`src/rtl/alu_shift_seq_if.sv`:
```
// Bus between the control unit / ALU side and the shift sequencer.
// Parameter: CNT_W - width of the shift-amount field.
// Modports:
//   master - control unit + ALU: drives request fields and ALU results,
//            observes status, result and ALU command fields.
//   slave  - the sequencer (alu_shift_seq).
// Signals:
//   start, dir, fill, rot, amount, op_hi, op_lo       request
//   busy, done, res_hi, res_lo, carry_out              status / result
//   alu_cmd, alu_typeselect, alu_inA, alu_inB,
//   alu_immed, alu_sc_in                               ALU command drive
//   alu_rslt, alu_sc_o                                 ALU response
interface alu_shift_seq_if #(
  parameter int unsigned CNT_W = 4
);
  logic             start;
  logic             dir;
  logic             fill;
  logic             rot;
  logic [CNT_W-1:0] amount;
  logic [7:0]       op_hi;
  logic [7:0]       op_lo;
  logic             busy;
  logic             done;
  logic [7:0]       res_hi;
  logic [7:0]       res_lo;
  logic             carry_out;
  logic [2:0]       alu_cmd;
  logic [2:0]       alu_typeselect;
  logic [7:0]       alu_inA;
  logic [7:0]       alu_inB;
  logic [3:0]       alu_immed;
  logic             alu_sc_in;
  logic [7:0]       alu_rslt;
  logic             alu_sc_o;

  modport master (
    output start, dir, fill, rot, amount, op_hi, op_lo, alu_rslt, alu_sc_o,
    input  busy, done, res_hi, res_lo, carry_out,
    input  alu_cmd, alu_typeselect, alu_inA, alu_inB, alu_immed, alu_sc_in
  );

  modport slave (
    input  start, dir, fill, rot, amount, op_hi, op_lo, alu_rslt, alu_sc_o,
    output busy, done, res_hi, res_lo, carry_out,
    output alu_cmd, alu_typeselect, alu_inA, alu_inB, alu_immed, alu_sc_in
  );
endinterface

```
`src/rtl/alu_shift_seq.sv`:
```
// Multi-cycle 16-bit logical shifter built on the 8-bit ALU shift path.
// Each bit position takes two ALU passes (one per byte) with the ALU
// shift-carry held between them. Shifts of 0 to 2^CNT_W-1 positions.
// Optional feature macro: SHIFT_ROTATE_EN - when defined, a captured rot=1
// turns the operation into a 16-bit rotate.
// Ports:
//   clk    - system clock
//   reset  - synchronous, active-high reset
//   bus    - alu_shift_seq_if.slave: request, status/result, ALU drive
// All bus outputs are registered. ALU drive for the next cycle is derived
// from the next-state values so the ALU sees its command in the same cycle
// the sequencer samples alu_rslt/alu_sc_o.
module alu_shift_seq #(
  parameter int unsigned CNT_W = 4
) (
  input logic           clk,
  input logic           reset,
  alu_shift_seq_if.slave bus
);

  localparam int unsigned BYTE_W = 8;

  localparam logic [2:0] CMD_SHIFT = 3'b001;
  localparam logic [2:0] CMD_NOP   = 3'b111;
  localparam logic [2:0] TS_HI_CARRY_L = 3'b100;
  localparam logic [2:0] TS_LO_CARRY_R = 3'b101;

  typedef enum logic [1:0] {
    IDLE  = 2'd0,
    PASS1 = 2'd1,
    PASS2 = 2'd2,
    DONE  = 2'd3
  } state_t;

  state_t state_q, state_d;

  logic [BYTE_W-1:0] res_hi_q, res_hi_d;
  logic [BYTE_W-1:0] res_lo_q, res_lo_d;
  logic              carry_q, carry_d;
  logic              carry_out_q, carry_out_d;
  logic [CNT_W-1:0]  cnt_q, cnt_d;
  logic              dir_q, dir_d;
  logic              fill_q, fill_d;
  logic              busy_q, busy_d;
  logic              done_q, done_d;
  logic [2:0]        alu_cmd_q, alu_cmd_d;
  logic [2:0]        alu_ts_q, alu_ts_d;
  logic [BYTE_W-1:0] alu_ina_q, alu_ina_d;
  logic              alu_sc_in_q, alu_sc_in_d;

  logic              rot_eff;
  logic              ins_bit;

`ifdef SHIFT_ROTATE_EN
  logic rot_q, rot_d;
  assign rot_eff = rot_d;
`else
  // rot is kept on the interface for a stable port list but has no effect.
  logic unused_rot;
  assign unused_rot = bus.rot;
  assign rot_eff    = 1'b0;
`endif

  // State and datapath registers.
  always_ff @(posedge clk) begin
    if (reset) begin
      state_q     <= IDLE;
      res_hi_q    <= '0;
      res_lo_q    <= '0;
      carry_q     <= 1'b0;
      carry_out_q <= 1'b0;
      cnt_q       <= '0;
      dir_q       <= 1'b0;
      fill_q      <= 1'b0;
      busy_q      <= 1'b0;
      done_q      <= 1'b0;
      alu_cmd_q   <= CMD_NOP;
      alu_ts_q    <= '0;
      alu_ina_q   <= '0;
      alu_sc_in_q <= 1'b0;
`ifdef SHIFT_ROTATE_EN
      rot_q       <= 1'b0;
`endif
    end else begin
      state_q     <= state_d;
      res_hi_q    <= res_hi_d;
      res_lo_q    <= res_lo_d;
      carry_q     <= carry_d;
      carry_out_q <= carry_out_d;
      cnt_q       <= cnt_d;
      dir_q       <= dir_d;
      fill_q      <= fill_d;
      busy_q      <= busy_d;
      done_q      <= done_d;
      alu_cmd_q   <= alu_cmd_d;
      alu_ts_q    <= alu_ts_d;
      alu_ina_q   <= alu_ina_d;
      alu_sc_in_q <= alu_sc_in_d;
`ifdef SHIFT_ROTATE_EN
      rot_q       <= rot_d;
`endif
    end
  end

  // Next-state, datapath update and next-cycle ALU drive.
  always_comb begin
    state_d     = state_q;
    res_hi_d    = res_hi_q;
    res_lo_d    = res_lo_q;
    carry_d     = carry_q;
    carry_out_d = carry_out_q;
    cnt_d       = cnt_q;
    dir_d       = dir_q;
    fill_d      = fill_q;
`ifdef SHIFT_ROTATE_EN
    rot_d       = rot_q;
`endif
    busy_d      = 1'b0;
    done_d      = 1'b0;
    alu_cmd_d   = CMD_NOP;
    alu_ts_d    = '0;
    alu_ina_d   = '0;
    alu_sc_in_d = 1'b0;
    ins_bit     = 1'b0;

    case (state_q)
      IDLE: begin
        if (bus.start) begin
          res_hi_d    = bus.op_hi;
          res_lo_d    = bus.op_lo;
          dir_d       = bus.dir;
          fill_d      = bus.fill;
`ifdef SHIFT_ROTATE_EN
          rot_d       = bus.rot;
`endif
          cnt_d       = bus.amount;
          carry_d     = 1'b0;
          carry_out_d = 1'b0;
          state_d     = (bus.amount == '0) ? DONE : PASS1;
        end
      end
      PASS1: begin
        // Left shifts start at the low byte, right shifts at the high byte.
        if (dir_q) res_hi_d = bus.alu_rslt;
        else       res_lo_d = bus.alu_rslt;
        carry_d = bus.alu_sc_o;
        state_d = PASS2;
      end
      PASS2: begin
        if (dir_q) res_lo_d = bus.alu_rslt;
        else       res_hi_d = bus.alu_rslt;
        carry_d     = bus.alu_sc_o;
        carry_out_d = bus.alu_sc_o;
        cnt_d       = cnt_q - CNT_W'(1);
        state_d     = (cnt_q == CNT_W'(1)) ? DONE : PASS1;
      end
      DONE: begin
        state_d = IDLE;
      end
      default: begin
        state_d = IDLE;
      end
    endcase

    busy_d = (state_d != IDLE);
    done_d = (state_d == DONE);

    // ALU drive is computed from next-cycle register values so it is valid
    // throughout the pass in which the ALU result is sampled.
    if (state_d == PASS1) begin
      // Rotate inserts the bit about to leave the opposite end of the word.
      ins_bit   = rot_eff ? (dir_d ? res_lo_d[0] : res_hi_d[BYTE_W-1]) : fill_d;
      alu_cmd_d = CMD_SHIFT;
      alu_ts_d  = {1'b0, dir_d, ins_bit};
      alu_ina_d = dir_d ? res_hi_d : res_lo_d;
    end else if (state_d == PASS2) begin
      alu_cmd_d   = CMD_SHIFT;
      alu_ts_d    = dir_d ? TS_LO_CARRY_R : TS_HI_CARRY_L;
      alu_ina_d   = dir_d ? res_lo_d : res_hi_d;
      alu_sc_in_d = carry_d;
    end
  end

  assign bus.busy           = busy_q;
  assign bus.done           = done_q;
  assign bus.res_hi         = res_hi_q;
  assign bus.res_lo         = res_lo_q;
  assign bus.carry_out      = carry_out_q;
  assign bus.alu_cmd        = alu_cmd_q;
  assign bus.alu_typeselect = alu_ts_q;
  assign bus.alu_inA        = alu_ina_q;
  assign bus.alu_sc_in      = alu_sc_in_q;
  assign bus.alu_inB        = '0;
  assign bus.alu_immed      = '0;

endmodule

```
`src/flat_wrapper.sv`:
```
// flat-port wrapper written by rule: the top's interface ports become plain ports
module alu_shift_seq_flat 
#(
  parameter int unsigned CNT_W = 4
)
  (clk, reset, bus_start, bus_dir, bus_fill, bus_rot, bus_amount, bus_op_hi, bus_op_lo, bus_alu_rslt, bus_alu_sc_o, bus_busy, bus_done, bus_res_hi, bus_res_lo, bus_carry_out, bus_alu_cmd, bus_alu_typeselect, bus_alu_inA, bus_alu_inB, bus_alu_immed, bus_alu_sc_in);
  alu_shift_seq_if #(.CNT_W(CNT_W)) bus_i ();
  input logic clk;
  input logic reset;
  input wire logic [$bits(bus_i.start)-1:0] bus_start;
  input wire logic [$bits(bus_i.dir)-1:0] bus_dir;
  input wire logic [$bits(bus_i.fill)-1:0] bus_fill;
  input wire logic [$bits(bus_i.rot)-1:0] bus_rot;
  input wire logic [$bits(bus_i.amount)-1:0] bus_amount;
  input wire logic [$bits(bus_i.op_hi)-1:0] bus_op_hi;
  input wire logic [$bits(bus_i.op_lo)-1:0] bus_op_lo;
  input wire logic [$bits(bus_i.alu_rslt)-1:0] bus_alu_rslt;
  input wire logic [$bits(bus_i.alu_sc_o)-1:0] bus_alu_sc_o;
  output wire logic [$bits(bus_i.busy)-1:0] bus_busy;
  output wire logic [$bits(bus_i.done)-1:0] bus_done;
  output wire logic [$bits(bus_i.res_hi)-1:0] bus_res_hi;
  output wire logic [$bits(bus_i.res_lo)-1:0] bus_res_lo;
  output wire logic [$bits(bus_i.carry_out)-1:0] bus_carry_out;
  output wire logic [$bits(bus_i.alu_cmd)-1:0] bus_alu_cmd;
  output wire logic [$bits(bus_i.alu_typeselect)-1:0] bus_alu_typeselect;
  output wire logic [$bits(bus_i.alu_inA)-1:0] bus_alu_inA;
  output wire logic [$bits(bus_i.alu_inB)-1:0] bus_alu_inB;
  output wire logic [$bits(bus_i.alu_immed)-1:0] bus_alu_immed;
  output wire logic [$bits(bus_i.alu_sc_in)-1:0] bus_alu_sc_in;
  assign bus_i.start = bus_start;
  assign bus_i.dir = bus_dir;
  assign bus_i.fill = bus_fill;
  assign bus_i.rot = bus_rot;
  assign bus_i.amount = bus_amount;
  assign bus_i.op_hi = bus_op_hi;
  assign bus_i.op_lo = bus_op_lo;
  assign bus_i.alu_rslt = bus_alu_rslt;
  assign bus_i.alu_sc_o = bus_alu_sc_o;
  assign bus_busy = bus_i.busy;
  assign bus_done = bus_i.done;
  assign bus_res_hi = bus_i.res_hi;
  assign bus_res_lo = bus_i.res_lo;
  assign bus_carry_out = bus_i.carry_out;
  assign bus_alu_cmd = bus_i.alu_cmd;
  assign bus_alu_typeselect = bus_i.alu_typeselect;
  assign bus_alu_inA = bus_i.alu_inA;
  assign bus_alu_inB = bus_i.alu_inB;
  assign bus_alu_immed = bus_i.alu_immed;
  assign bus_alu_sc_in = bus_i.alu_sc_in;
  alu_shift_seq #(.CNT_W(CNT_W)) u_core (.clk(clk), .reset(reset), .bus(bus_i));
endmodule
```
`config.mk`:
```
export PLATFORM = sky130hd
export DESIGN_NAME = alu_shift_seq_flat
export DESIGN_NICKNAME = d
export VERILOG_FILES = /design/src/rtl/alu_shift_seq_if.sv /design/src/rtl/alu_shift_seq.sv /design/src/flat_wrapper.sv
export SDC_FILE = /design/constraint.sdc
export NUM_CORES = 1
export LEC_CHECK = 0
export CELL_PAD_IN_SITES_DETAIL_PLACEMENT = 1
export CELL_PAD_IN_SITES_GLOBAL_PLACEMENT = 1
export CORE_MARGIN = 2
export CORE_UTILIZATION = 40
export CTS_CLUSTER_SIZE = 20
export DETAILED_ROUTE_END_ITERATION = 12
export DONT_BUFFER_PORTS = 1
export PLACE_DENSITY = 0.67
export REMOVE_ABC_BUFFERS = 1
export SYNTH_ARGS = -nofsm -noshare
export SYNTH_HDL_FRONTEND = slang
export SYNTH_SLANG_ARGS = --single-unit
```
`constraint.sdc`:
```
create_clock -name clk -period 2.6 [get_ports clk]
set_input_delay 0.39 -clock clk [delete_from_list [all_inputs] [get_ports clk]]
set_output_delay 0.39 -clock clk [all_outputs]
set_load 0.05 [all_outputs]
```
### Word level (Yosys, flattened, before mapping)

Index checks and enable logic that the tools add are counted.

* bits in registers: 43
* output and inout port bits: 46
* logic and storage cells: 65

* add/subtract/negate cells: 1
* equality and inequality tests: 8
* multiplexer cells: 31
* bitwise logic cells: 1
* reductions and logical operators: 8

Operators by type and width (number)
* two-way mux 8 bit: 10
* one-hot mux 8 bit (3 select lines): 2
* two-way mux 2 bit: 5
* equality test 2 bit, second input constant: 4
* one-hot mux 2 bit (4 select lines): 1
* one-hot mux 4 bit (2 select lines): 1
* two-way mux 1 bit: 7
* two-way mux 3 bit: 2
* equality test 2 x 1 -> 1 bit, second input constant: 2
* equality test 4 x 1 -> 1 bit, second input constant: 1
* logical NOT 4 bit: 1
* two-way mux 4 bit: 1
* one-hot mux 1 bit (2 select lines): 2
* nonzero test 2 bit: 2
* OR reduction 2 bit: 2
* subtractor 4 x 1 -> 4 bit, second input constant: 1
* OR reduction 3 bit: 1
* logical NOT 2 bit: 1
* != test 2 bit, second input constant: 1
* AND reduction 2 bit: 1
* inverter 1 bit: 1

### Longest topological paths before layout

Gate-level depths: netlist (run 1).

* depth in word-level cells: 7
* mapped depth: 8

### Least setup slack after synthesis (run 1)

OpenSTA, ideal clock, no wires.

* path kind: register to register
* start point: register u_core.state_q[0]
* end point: register u_core.alu_ina_q[6] (netlist: u_core.bus.alu_inA[6])
* arrival time: 2.019 ns
* path slack: 0.449 ns
* cell stages (with the launch flop): 9
* buffers on the path: 1
* clock period less this slack: 2.151 ns
* cells stage by stage: dfxtp_1 inv_1 ha_1 buf_2 mux2i_2 nand3_1 a221o_1 mux2i_1 o32ai_1

* longest elaborated chain between the ends: 5
* elaborated cells on any way between the ends: 15
* classes of those cells: eq/ne: 5; mux: 9; reduce/logical: 1

RTL lines
* from (decl): RTL line alu_shift_seq.sv:35 `state_t state_q, state_d;`
* from (signal assigned): RTL line alu_shift_seq.sv:85 `state_q <= state_d;`
* equality test 2 bit, or another cell as far along: RTL line alu_shift_seq.sv:126 `case (state_q)`
* one-hot mux 2 bit (4 select lines), or another cell as far along: RTL line alu_shift_seq.sv:126
* equality test 2 bit / two-way mux 8 bit (equally long branches): RTL line alu_shift_seq.sv:176, alu_shift_seq.sv:179
* two-way mux 8 bit: RTL line alu_shift_seq.sv:176 `end else if (state_d == PASS2) begin`
* two-way mux 8 bit *: RTL line alu_shift_seq.sv:170 `if (state_d == PASS1) begin`
* to (signal assigned): RTL line alu_shift_seq.sv:97 `alu_ina_q <= alu_ina_d;`
* to (decl): RTL line alu_shift_seq.sv:48 `logic [BYTE_W-1:0] alu_ina_q, alu_ina_d;`

Every way passes the cells marked *; elsewhere a longest branch is shown, timed or not.
A chain may end at the register's enable or synchronous reset.

### Worst setup path in the final report (run 1)

* start point: register u_core.state_q[0]
* end point: register u_core.alu_ina_q[7] (netlist: u_core.bus.alu_inA[7])

Same word-level chain as after synthesis.

==> results.md, run 1 <==
* PortBufs at 0
* Asr flop ratio synth at 0%
* VDD IR max at 0.421 mV
* Compound-gate portion of the synthesized area at roughly a fifth
* R2r startpoint: u_core.state_q[0]$_SDFF_PP0_
* Status: completed
* Largest net degree at the start of global routing at 33
* CTS tree: done
* WP data arrival at 2500 ps
* DR vias/cell at 5.51
* Die X at 76.1 um
* Worst R2R End: u_core.bus.alu_inA[7]$_SDFF_PP0_
* Fin util at 43.7%
* Non-filler instance count after layout at 301
* Yosys reg bits at 41
* Worst slew margin at 38.0%
* Synth-to-Final Area Change at 6.68%
* Postcts setup bufs at 0
* Synthesized area per cell at approximately 9.2 um2
* CTS Buf Count at 5
* Fin Hold WS at 156 ps
* Antenna cell count at 0
* Final setup violating endpoints at 0
* Clock Path Buffers at 2
* Core area at 5070 um2
* Final Hold Fails at 0
* GRT Util Overall at 19.1%
* Final worst-path setup slack at 263 ps
* Grt total ovfl at 0
* Initial DRC Count at 76
* First-pass GRT wire length at between 8 and 9 mm
* Ys flop type: dfxtp_1
* Post-synthesis adder-cell area fraction at between 4 and 5%
* CP Launch Type: flop
* Largest family of logic cells by synthesized area: simple AND/OR/NAND/NOR gates
* Inst Count DP at 293
* Synth Cell Area at 2080 um2
* Antenna Nets Post-Route at 0
* Endpoint, Worst Hold: u_core.cnt_q[0]$_SDFFE_PP0P_
* Starting Density at approximately two fifths
* Critical Path RT at between 2000 and 3000 ps
* Initial antenna violation count at 0
* # DRC at 0
* Final nets at 273
* Skew final at ~5.3 ps
* Post-CTS Resized at 0
* Yosys warns at 0
* Mux contribution to synthesized area at under 10%
* Slew @ Worst Pin at 929 ps
* EDFF count, synth at 0
* Syn Inst Count at 227
* Routed wire per std cell at 18.1 um
* Max Slew Vio Count at 0
* Via count at 1658
* Simple logic cell fraction of the synthesized area at 21.3%
* Leak at about 0.9 nW
* Final total power at 0.00332 W
* Detailed Place HPWL at 3.89 mm
* Number of global-route vias before repair at around 1700
* R2R setup slack at 260 ps
* Filler cell count at roughly 630
* Wirelength, routed at roughly 5.5 mm
* Min-delay src: reset
* Post-place setup slack at around 250 ps
* Die height at 76.1 um
* CP Max Fanout at 8
* Setup CP Type: flop to flop
* WHS Path Cells at 1
* RSZ-0062 raised after global routing: no
* Reg2Reg Depth at 7
* Global placement routability congestion at 0.770
* Clock period minus worst slack at about 2300 ps
* Drt pass-1 iters at 4
* Layout cells sized above 1 at a little over a tenth
* Final worst-path cycle share at ~90%
* H-tree depth at 2
* Rows at 26
* Clock Latency Late Sink at 290 ps
* Cell area power density at 1500 nW/um2
* Hold WC Path Type: input port to flop
* Die Area at between 5000 and 6000 um2
* Reg clk slew, reported paths at 80 ps
* Clock Sinks at 41
* Seq/Total Area, Yosys at between 30% and 40%
* CP Capture Type: flop
* Max cap viols at 0
* I/O pin total at 81
* CTS root buffer: clkbuf_8
* Synth unique cells at 43
* Synth Area in XOR/XNOR at 0%
* # hold bufs at CTS at 0
* Fmax at roughly 0.43 GHz
## cell usage after synthesis (2+ instances only)
library cell	number	area, um2
clkbuf_1	8	30.0
a21oi_1	4	20.0
o21ai_0	5	25.0
inv_1	9	33.8
nand2_1	7	26.3
a211oi_1	2	15.0
o32ai_1	6	52.6
nand3_1	3	15.0
nor3b_1	4	30.0
a221o_1	14	140
nor3_1	4	20.0
a31oi_1	2	12.5
nand3b_1	2	15.0
mux2i_1	9	90.1
a22o_1	2	17.5
dfxtp_1	41	821
nand2b_1	8	50.1
a221oi_1	2	17.5
nor2b_1	16	100
buf_4	14	105
mux2i_2	2	27.5
ha_1	8	100
nor2_1	34	128
conb_1	2	7.51
## stage by stage
step | setup TNS [ps] | area (um2)
floorplan | -164 | 1980
global placement | 0 | 2130
detailed placement | 0 | 2130
CTS | 0 | 2220
global route | 0 | 2220
finish | 0 | 2220
## sequential cells by signal, summed over array words and instances, names as in the netlist
name and flops:
u_core.bus.alu_cmd 1, u_core.bus.alu_inA 8, u_core.bus.alu_sc_in 1, u_core.bus.alu_typeselect 3, u_core.bus.busy 1, u_core.bus.carry_out 1, u_core.bus.done 1, u_core.bus.res_hi 8
u_core.bus.res_lo 8, u_core.carry_q 1, u_core.cnt_q 4, u_core.dir_q 1, u_core.fill_q 1, u_core.state_q 2
## critical path, cell delays in order, from the launching register on
cell	delay (ps)
dfxtp_1	420
inv_1	110
ha_1	260
nand2b_1	250
nand3_1	380
a221o_1	510
mux2i_1	170
o32ai_1	120
## cells by family after synthesis
kind of cell / after synthesis
simple gates: 84
compound gates: 47
flops: 41
buf+inv: 33
mux: 12
fa+ha+maj: 8
other cells: 2
## where the power goes
group	internal [W]	switching [W]	total (W)
Clock	0.000185	0.000226	0.000412
Sequential	0.000831	0.000683	0.00151
Combinational	0.000574	0.000826	0.00140
Total	0.00159	0.00173	0.00332
## how the worst max path moves through the flow
| stage | start | endpoint | slack, ps | cells after the start |
|---|---|---|---|---|
| finish | u_core.state_q[0]$_SDFF_PP0_ | u_core.bus.alu_inA[7]$_SDFF_PP0_ | 260 | 7 |
| global route | u_core.state_q[0]$_SDFF_PP0_ | u_core.bus.alu_inA[7]$_SDFF_PP0_ | 60 | 7 |
| CTS | u_core.state_q[0]$_SDFF_PP0_ | u_core.bus.alu_inA[7]$_SDFF_PP0_ | 230 | 7 |
| detailed placement | u_core.state_q[0]$_SDFF_PP0_ | u_core.bus.alu_inA[7]$_SDFF_PP0_ | 250 | 7 |
| global placement | u_core.state_q[0]$_SDFF_PP0_ | u_core.bus.alu_inA[7]$_SDFF_PP0_ | 310 | 7 |
| floorplan | u_core.state_q[0]$_SDFF_PP0_ | u_core.bus.alu_inA[1]$_SDFF_PP0_ | -60 | 7 |
## cell type report
class | count | area [um2] | share of cell area [%]
clock buffers | 5 | 68.8 | 3.10
clock inverters | 3 | 17.5 | 0.790
inverters | 10 | 37.5 | 1.69
multi-input cells | 164 | 1130 | 50.8
flip-flops and latches | 41 | 821 | 37.0
well taps | 70 | 87.6 | 3.95
repair buffers | 8 | 60.1 | 2.71
## layout by cell type, fill, tap and decap left out, drive strengths merged, types with 5 or more instances in the layout
cell     n
nand2b   8
clkbuf   5
o32ai    6
inv      9
mux2i   11
o21ai    6
a221o   14
nor2b   16
ha       8
nor2    34
dfxtp   41
nand2    7
conb    13
buf      8
## metal layers
metal / vias up / part of all wire, % / GRT usage (%)
li1: 788 / - / -
met1: 802 / 46 / 24.7
met2: 61 / 46 / 31.1
met3: 7 / 7.3 / 4.27
met4: 0 / 1.4 / 7.27
met5: - / 0 / 0
(Power assumes the default switching activity.)
==> run 2: changes to the inputs <==
- CORE_UTILIZATION: 40 -> 32
- DONT_BUFFER_PORTS: 1 -> not set
- PLACE_DENSITY: 0.67 -> 0.77
==> results.md, run 2 (same netlist as run 1, synthesis figures left out) <==
* Largest net degree at the start of global routing at 32 (was 33)
* Drt pass-1 iters at 4 (unchanged)
* Skew final at 5.61 ps (was 5.32 ps)
* Postcts setup bufs at 0 (unchanged)
* First-pass GRT wire length at 9.80 mm (was 8.80 mm)
* Rows at 29 (was 26)
* VDD IR max at 0.552 mV (was 0.421 mV)
* CTS tree: done (unchanged)
* Status: completed (unchanged)
* Final Hold Fails at 0 (unchanged)
* Internal power at 0.00204 W (was 0.00159 W)
* Clock Sinks at 41 (unchanged)
* Switch share at 46.8% (was 52.2%)
* Reg clk slew, reported paths at 80 ps (about the same)
* WP data arrival at 2480 ps (was 2500 ps)
* CP Max Fanout at 7 (was 8)
* Most common cell after layout, fill and taps aside: clkdlybuf4s50_1 (was dfxtp_1)
* Final worst-path cycle share at 88.1% (was 89.9%)
* Layout cells sized above 1 at 10.2% (was 10.8%)
* Final setup violating endpoints at 0 (unchanged)
* Final nets at 345 (was 273)
* PortBufs at 66 (was 0)
* Fmax at 0.436 GHz (was 0.428 GHz)
* Setup CP Type: input port to flop (was flop to flop)
* Initial antenna violation count at 0 (unchanged)
* Wirelength, routed at 6.09 mm (was 5.45 mm)
* Clock Path Buffers at 2 (unchanged)
* Antenna Nets Post-Route at 0 (unchanged)
* CTS Buf Count at 5 (unchanged)
* Clock power share at 13.8% (was 12.4%)
* Initial DRC Count at 79 (was 76)
* Die height at 84.6 um (was 76.1 um)
* DR vias/cell at 4.98 (was 5.51)
* GRT Util Overall at 17.1% (was 19.1%)
* Worst slew margin at 52.8% (was 38.0%)
* Grt total ovfl at 0 (unchanged)
* Sequential group share of total power at 24.4% (was 45.5%)
* Delay of the slowest cell on the worst path at 550 ps (was 510 ps)
* Max cap viols at 0 (unchanged)
* Die Area at 7160 um2 (was 5790 um2)
* CP max stage cell: or4b_1 (was a221o_1)
* Global placement routability congestion at 0.803 (was 0.770)
* CP Launch Type: input port (was flop)
* WP buf/inv at 1 (unchanged)
* CP cell instances: clkdlybuf4s50_1 -> or4b_1 -> o221a_2 -> o221ai_4 -> nand3b_4 -> o32ai_1 (was inv_1 -> ha_1 -> nand2b_1 -> nand3_1 -> a221o_1 -> mux2i_1 -> o32ai_1)
* Comb pwr share at 61.7% (was 42.1%)
* # hold bufs at CTS at 0 (unchanged)
* Via count at 1894 (was 1658)
* Die X at 84.6 um (was 76.1 um)
* Antenna cell count at 0 (unchanged)
* Filler cell count at 757 (was 629)
* Leak at 1.20 nW (was 0.901 nW)
* Fin util at 46.9% (was 43.7%)
* Number of global-route vias before repair at 1941 (was 1681)
* CTS root buffer: clkbuf_8 (unchanged)
* CP Capture Type: flop (unchanged)
* Sw Pwr at 0.00179 W (was 0.00173 W)
* Clock Latency Late Sink at 290 ps (about the same)
* Clock period minus worst slack at 2290 ps (was 2340 ps)
* # DRC at 0 (unchanged)
* Slew @ Worst Pin at 708 ps (was 929 ps)
* Commonest non-fill, non-tap cells in the layout: clkdlybuf4s50_1, dfxtp_1, nor2_1, nor2b_1 (was dfxtp_1, nor2_1, nor2b_1, a221o_1, conb_1)
* Critical Path RT at 2790 ps (was 2760 ps)
* I/O pin total at 81 (unchanged)
* Routed wire per std cell at 16.0 um (was 18.1 um)
* Core area at 6310 um2 (was 5070 um2)
* Multi-input gate area at 1120 um2 (was 1130 um2)
* Sequential cell area at 821 um2 (unchanged)
* Synth-to-Final Area Change at 42.4% (was 6.68%)
* Fin Hold WS at 502 ps (was 156 ps)
* Max Slew Vio Count at 0 (unchanged)
* Detailed Place HPWL at 4.51 mm (was 3.89 mm)
* H-tree depth at 2 (unchanged)
* Cell area power density at 1290 nW/um2 (was 1500 nW/um2)
* Hold WC Path Type: flop to flop (was input port to flop)
* CP delay by family, top: compound AO/OA/AOI/OAI gates (was simple AND/OR/NAND/NOR gates)
* Starting Density at 32.9% (was 41.0%)
* RSZ-0062 raised after global routing: no (unchanged)
## run 2: final cells by class
type | count | share of cell area [%]
Clock inverter | 1 | 1.01
Inverter | 10 | 1.27
Clock buffer | 7 | 2.92
Multi-Input combinational cell | 164 | 38.0
Sequential cell | 41 | 27.7
Timing Repair Buffer | 80 | 25.9
Tap cell | 77 | 3.25
## run 2: final timing paths
path	slack, ps	end	cells past startpoint	from
max reg2reg	370	u_core.bus.alu_inA[4]$_SDFF_PP0_	7	u_core.state_q[1]$_SDFF_PP0_
min	500	u_core.bus.carry_out$_SDFFE_PP0P_	2	u_core.bus.carry_out$_SDFFE_PP0P_
max	310	u_core.bus.alu_inA[4]$_SDFF_PP0_	6	bus_amount[1]
min reg2reg	500	u_core.bus.carry_out$_SDFFE_PP0P_	2	u_core.bus.carry_out$_SDFFE_PP0P_
## run 2: worst min-delay path: stages (launching register included)
cell     delay (ps)
dfxtp_1         340
a32oi_1          60
nor2_1           70
## run 2: power by group through the flow
| stage | Clock (W) | Combinational (W) | Sequential [W] |
|---|---|---|---|
| detailed placement | 0 | 0.00235 | 0.000950 |
| global placement | 0 | 0.00231 | 0.000942 |
| finish | 0.000530 | 0.00237 | 0.000936 |
| floorplan | 0 | 0.00104 | 0.00149 |
| global route | 0.000567 | 0.00254 | 0.000963 |
| CTS | 0.000541 | 0.00237 | 0.000939 |
## run 2: what timing repair did
action                                 in CTS  in global routing
gates resized for setup                     0                  2
setup endpoints to repair                   0                  8
endpoints found under the hold margin       0                  0
## run 2: metal layers
layer / vias up / wire length, um / track usage (%)
met2: 53 / 3040 / 30.1
li1: 930 / - / -
met4: 0 / 47 / 3.75
met1: 907 / 2800 / 22.4
met3: 4 / 198 / 1.97
met5: - / 0 / 0
## run 2: through the flow
step                area, um2  cells  TNS, ps  worst slack (ps)  power [W]
global route             2960    380        0               170    0.00407
global placement         2840    372    -2.22             -2.22    0.00326
CTS                      2960    380        0              17.7    0.00385
detailed placement       2840    372     -271             -84.6    0.00330
finish                   2960    380        0               308    0.00383
floorplan                1980    215     -164             -56.1    0.00252
==> run 3: changes to the inputs <==
- SKIP_LAST_GASP: not set -> 1
==> results of run 3 <==
Same layout as run 2: the final DEF is identical, and so are final timing and power.
